==> src/rtl/mips_pkg.sv <==
// Shared core definitions: multiplier width, counter width and FSM state encoding.
package mips_pkg;
    localparam int unsigned MULT_W = 32;
    localparam int unsigned CNT_W  = $clog2(MULT_W);

    typedef enum logic {
        IDLE = 1'b0,
        BUSY = 1'b1
    } state_t;
endpackage

==> src/rtl/multu_step.sv <==
// One radix-2 shift-add iteration of the unsigned multiplier.
module multu_step #(
    parameter int unsigned WIDTH = 32
) (
    input  logic [2*WIDTH-1:0] acc,
    input  logic [WIDTH-1:0]   a_q,
    output logic [2*WIDTH-1:0] acc_nxt
);
    logic [WIDTH:0] addend;
    logic [WIDTH:0] sum;

    always_comb begin
        addend  = acc[0] ? {1'b0, a_q} : '0;
        sum     = {1'b0, acc[2*WIDTH-1:WIDTH]} + addend;
        // The carry out of the add shifts into the top bit of the accumulator.
        acc_nxt = {sum, acc[WIDTH-1:1]};
    end
endmodule

==> src/rtl/multu_unit.sv <==
// Iterative unsigned multiplier with architectural HI/LO and pipeline stall request.
module multu_unit
    import mips_pkg::*;
#(
    parameter int unsigned WIDTH = MULT_W
) (
    input  logic             Clk,
    input  logic             reset_n,
    input  logic             start,
    input  logic [WIDTH-1:0] a,
    input  logic [WIDTH-1:0] b,
    input  logic             rd_req,
    output logic             busy,
    output logic             done,
    output logic             stall,
    output logic [WIDTH-1:0] hi,
    output logic [WIDTH-1:0] lo
);
    localparam int unsigned CW = $clog2(WIDTH);

    state_t             state;
    logic [WIDTH-1:0]   a_q;
    logic [2*WIDTH-1:0] acc;
    logic [2*WIDTH-1:0] acc_nxt;
    logic [CW-1:0]      cnt;

    multu_step #(.WIDTH(WIDTH)) u_step (
        .acc     (acc),
        .a_q     (a_q),
        .acc_nxt (acc_nxt)
    );

    // Control FSM, iteration counter and HI/LO result registers.
    always_ff @(posedge Clk or negedge reset_n) begin
        if (!reset_n) begin
            state <= IDLE;
            busy  <= 1'b0;
            done  <= 1'b0;
            a_q   <= '0;
            acc   <= '0;
            cnt   <= '0;
            hi    <= '0;
            lo    <= '0;
        end else begin
            done <= 1'b0;
            case (state)
                IDLE: begin
                    if (start) begin
                        state <= BUSY;
                        busy  <= 1'b1;
                        a_q   <= a;
                        acc   <= {{WIDTH{1'b0}}, b};
                        cnt   <= '0;
                    end
                end
                BUSY: begin
                    acc <= acc_nxt;
                    cnt <= cnt + CW'(1);
                    // HI/LO stay stable until the final step publishes the product.
                    if (cnt == CW'(WIDTH - 1)) begin
                        state <= IDLE;
                        busy  <= 1'b0;
                        done  <= 1'b1;
                        hi    <= acc_nxt[2*WIDTH-1:WIDTH];
                        lo    <= acc_nxt[WIDTH-1:0];
                    end
                end
                default: begin
                    state <= IDLE;
                    busy  <= 1'b0;
                end
            endcase
        end
    end

    assign stall = busy & (start | rd_req);
endmodule

==> config.mk <==
export PLATFORM = sky130hd
export DESIGN_NAME = multu_unit
export DESIGN_NICKNAME = d
export VERILOG_FILES = /design/src/rtl/mips_pkg.sv /design/src/rtl/multu_step.sv /design/src/rtl/multu_unit.sv
export SDC_FILE = /design/constraint.sdc
export NUM_CORES = 1
export LEC_CHECK = 0
export ABC_AREA = 1
export ABC_CLOCK_PERIOD_IN_PS = 2450
export CORE_ASPECT_RATIO = 2
export CORE_MARGIN = 2
export CORE_UTILIZATION = 50
export DETAILED_ROUTE_END_ITERATION = 6
export HOLD_SLACK_MARGIN = 0.03
export PLACE_DENSITY = 0.78
export SKIP_LAST_GASP = 1
export SLEW_MARGIN = 20
export SYNTH_ARGS = -nofsm -noshare
export SYNTH_HDL_FRONTEND = slang
export SYNTH_SLANG_ARGS = --single-unit
==> constraint.sdc <==
create_clock -name Clk -period 2.45 [get_ports Clk]
set_input_delay 0.6125 -clock Clk [delete_from_list [all_inputs] [get_ports Clk]]
set_output_delay 0.6125 -clock Clk [all_outputs]
set_load 0.005 [all_outputs]
[Word-level counts from Yosys, hierarchy flattened]
Index checks and enable logic that the tools add are counted.
Word-level totals
  output and inout bits: 67
  bits in latches: 0
  memories kept: 0
  bits in writable memories: 0
  register bits: 168
  logic and storage cells: 32
  bits in read-only memories: 0
Cells by class
  mux-type cells: 13
  bitwise operators: 3
  shifts and indexed selects: 0
  reductions and logical operators: 3
  $lt $le $gt $ge: 0
  equal/unequal tests: 3
  div/mod/pow operators: 0
  $add $sub $neg: 2
  multiply operators: 0
Operators by type and width (number)
  64-bit one-hot mux with 2 select lines: 1
  64-bit 2-to-1 mux: 1
  32-bit by 33-bit adder with 33-bit output: 1
  32-bit 2-to-1 mux: 1
  5-bit one-hot mux with 2 select lines: 1
  1-bit 2-to-1 mux: 6
  2-bit AND reduction: 3
  5-bit by 1-bit adder with 5-bit output, second input constant: 1
  5-bit equality test, second input constant: 1
  5-bit 2-to-1 mux: 1
  1-bit one-hot mux with 2 select lines: 2
  2-bit by 1-bit inequality test with 1-bit output, second input constant: 1
  2-bit inequality test, second input constant: 1
  1-bit bitwise AND: 1
  1-bit NOT: 1
  1-bit bitwise OR: 1

[Depth between registers and ports, before layout]
  word-level depth: 3
  depth in mapped cells: 18
  mapped depth without buffers: 16

[Cells and area by module]
From an unflattened synthesis, not the netlist that was laid out.
Second synthesis, totals
  cells, all modules: 1324
  area total of the unflattened synthesis: 9350.2 um2
Modules (own cells, without submodules)
  multu_unit: sequential area each 4204.0 um2, area an instance 6480.0 um2, times used 1, cells an instance 721
  multu_step: sequential area each 0.0 um2, area an instance 2870.3 um2, times used 1, cells an instance 603

[Worst setup path after synthesis]
OpenSTA, ideal clock, no wires.
  path kind: register -> register
  from: register acc[0]
  to: register acc[59]
  data arrival time: 2.211 ns
  clock period less this slack: 2.329 ns
  setup slack: 0.121 ns
  path buffers: 2
  cell stages (with the launch flop): 18
  path through: dfrtp_1 > clkbuf_1 > clkbuf_1 > nand2_1 > inv_1 > ha_1 > inv_1 > fa_1 > inv_1 > nand3_1 > nand3_1 > nand3_1 > nand3_1 > nand2_1 > nand2_1 > nand2_1 > nand3_1 > nand2_1
On the way
  word-level cells in the longest chain between the ends: 3
RTL lines
  from (decl): line multu_unit.sv:23  | logic [2*WIDTH-1:0] acc;
  from (signal assigned): line multu_unit.sv:52  | acc <= {{WIDTH{1'b0}}, b};
  from (signal assigned): line multu_unit.sv:57  | acc <= acc_nxt;
  32-bit 2-to-1 mux: line multu_step.sv:13  | addend = acc[0] ? {1'b0, a_q} : '0;
  32-bit by 33-bit adder with 33-bit output: line multu_step.sv:14  | sum = {1'b0, acc[2*WIDTH-1:WIDTH]} + addend;
  64-bit one-hot mux with 2 select lines: line multu_unit.sv:46  | case (state)
Every way passes these cells.
A chain may end at the register's enable or synchronous reset.

[Worst setup path after layout]
  from: input port start
  to: output port stall
On the way
  word-level cells in the longest chain between the ends: 2
RTL lines
  from (decl): line multu_unit.sv:9  | input logic start,
  1-bit bitwise OR: line multu_unit.sv:76  | assign stall = busy & (start | rd_req);
  1-bit bitwise AND: line multu_unit.sv:76
  to (decl): line multu_unit.sv:15  | output logic stall,
Every way passes these cells.

==> qor.csv <==
metric;value;unit
p_sw;6.21;mW
cpPeakStageDelay;0.50;ns
cp.buffers_inverters;2;
grt_max_degree;102;
die_w;99.2;um
clock_latency;0.44;ns
clockRootBuffer;clkbuf_16;
period_share;95.4;%
antenna_left;0;
synthToLayoutAreaGrowth;26.2;%
synth.area.top_cells;dfrtp_1 46%, nand2_1 23%, inv_1 7.3%, ha_1 4.7%, nand3_1 3.4%;
first_pass_iters;7;
crit_family;buffers and inverters;
cts_tree;done;
cts_buffer_depth;2;
synth-edff-count;0;
gp_congestion;0.949;
p_sw_share;41.5;%
netlist.area_leader.share;46.4;%
worstPathMaxFanout;2;
htree_levels;4;
ir_drop;0.000741;V
cts-buffers-inserted;17;
first_global_vias;8723;
post-route-min-period;2.34;ns
endpoint_kind;output port;
synth_cell_types;33;
dieHeight;194;um
total_power;15.0;mW
io_pins;135;
start_util;51.0;%
postRouteWirelength;27.3;mm
place_ws;0.0540;ns
postSynthCellCount;1239;
drv_slew;0;
arrival;1.73;ns
synth_common_cells;552 x nand2_1, 177 x inv_1, 168 x dfrtp_1, 61 x nand3_1, 48 x nor2_1;
yosys_warnings;0;
syn-cell-area;9060;um^2
synthArstFlopShare;100;%
internal-power;8.76;mW
via_per_inst;5.21;
outcome;finished clean;
grt_usage;29.4;%
combPwrFrac;47.8;%
antenna_found_initial;0;
fin_setup_tns;0;ns
vias;8367;
seqPwrFrac;33.1;%
n_antenna_cell;0;
yosysMostFrequentCell;nand2_1;
ys_ff_latch;168;
path_class;input port to output port;
cts_hold_buf;0;
p_leak;6.21;nW
rows;69;
clock_skew;0.0133;ns
io_buffers;134;
drt_iter0_drc;450;
rsz0062_at_grt;yes;
die-area;19300;um^2
drive_above_1_share;6.82;%
multi_input_area;4060;um^2
hold_viol_final;0;
avgRoutedWirePerCell;17.0;um
synth_top_area_cell;dfrtp_1;
dp.cells;1575;
grt_pass1_wl;44.0;mm
power.density;1310;nW/um^2
stdcell_count;1606;
maxSlewHeadroom;70.6;%
clock-sinks;168;
cp.required;1.84;ns
drc;0;
clk_pin_slew_worst_paths;0.06;ns
synth_area_per_cell;7.32;um^2
worst_path_max_delay_cell;clkdlybuf4s50_1;
hpwlAfterDp;20.3;mm
clkPwrFrac;19.1;%
cp-start-kind;input port;
final_nets;1484;
yosys_most_used_dff;dfrtp_1;
ff_latch_area;4200;um^2
cap_violations;0;
syn-num-nets;1342;
ys_seq_area_share;46.4;%
filler_cell_count;1520;
tightest_slew;0.441;ns
core;17800;um^2
clock.fmax;0.428;GHz
overflow;0;
setup_viol;0;
hp-class;input port to asynchronous set/reset pin;
crit_chain;clkdlybuf4s50_1 > nor2_1 > nor2_1 > clkdlybuf4s50_1;
worst_slack;0.112;ns
## kinds of logic (layout without fill, tap and decap cells)
family,after synthesis,after routing,synth area share (%)
adders and majority gates,35,35,4.91
buffers and inverters,219,373,9.36
and+or+nand+nor,693,693,30.6
AOI/OAI and AO/OA,111,111,7.47
DFF,168,168,46.4
xor gates and xnor gates,13,13,1.26
## state kept, by name, summed over array words and instances (netlist names)
| register | flops |
|---|---|
| state | 1 |
| acc | 64 |
| a_q | 32 |
| hi | 32 |
| done | 1 |
| cnt | 5 |
| busy | 1 |
| lo | 32 |
## power groups by stage
stage	clock network [mW]	registers, mW	logic (mW)
final	2.86	4.96	7.15
after global routing	2.98	5.09	8.01
after CTS	2.89	4.95	7.13
after detailed placement	0	4.96	7.04
after global placement	0	4.94	6.91
after floorplan	0	4.74	4.29
## metal layers
layer | up-vias | track usage, % | share of wire [%]
met3 | 82 | 4.06 | 3.8
li1 | 4119 | - | -
met2 | 239 | 54.4 | 55
met1 | 3927 | 30.5 | 35
met5 | - | 0 | 0
met4 | 0 | 17.8 | 6.0
## layout make-up
class | instances | share of cell area [%]
multi-input combinational | 852 | 35.5
inverter | 179 | 5.87
tap | 213 | 2.33
sequential | 168 | 36.7
timing repair buffer | 163 | 14.2
clock buffer | 20 | 3.99
clock inverter | 11 | 1.39
## metrics by stage
stage / utilization (%) / area [um^2] / hold slack, ns
finish: 64.3 / 11400 / 0.0996
global route: 64.3 / 11400 / 0.138
CTS: 64.1 / 11400 / 0.105
detailed placement: 60.6 / 10800 / 0.465
global placement: 60.6 / 10800 / 0.461
floorplan: - / 9060 / 0.317
## worst paths after layout
| path | cells after the start | slack, ns | to | start |
|---|---|---|---|---|
| max | 4 | 0.11 | stall | start |
| min | 1 | 0.1 | hi[5] | reset_n |
| max reg2reg | 14 | 0.13 | acc[62] | acc[0] |
| min reg2reg | 2 | 0.48 | hi[18] | hi[18] |
| max in group asynchronous | 2 | 1.71 | hi[15] | reset_n |
| min in group Clk | 2 | 0.48 | hi[18] | hi[18] |
## layout by cell type (no fill, tap or decap), drive strengths merged
cell type,synthesis,layout
a21o,1,1
a21oi,22,22
a22o,2,2
a22oi,6,6
buf,11,30
bufinv,0,3
clkbuf,29,20
clkdlybuf4s50,0,133
clkinv,0,1
clkinvlp,0,3
dfrtp,168,168
fa,1,1
ha,34,34
inv,179,183
nand2,559,559
nand3,66,66
nand3b,5,5
nand4,4,4
nor2,52,52
nor3,5,5
o211ai,5,5
o21ai,52,52
o21bai,3,3
o221ai,19,19
o22ai,1,1
or2,2,2
xnor2,10,10
xor2,3,3
## worst register-to-register path, cell delays in order, from the launching register on
cell	delay, ns
dfrtp_1	0.41
buf_4	0.18
nand2_1	0.07
inv_1	0.04
ha_1	0.34
nand2_1	0.08
nand2_1	0.11
nand2_1	0.11
nand2_1	0.07
nand2_1	0.06
nand2_1	0.12
a21oi_1	0.30
nand3_1	0.15
nand3_1	0.11
nand2_1	0.06
## what timing repair did
action                                 in CTS  in global routing
setup endpoints to repair                   0                 25
resized for setup                           0                 15
setup buffers                               0                  0
endpoints found under the hold margin       0                  0
Power figures use the tool's default switching activity.
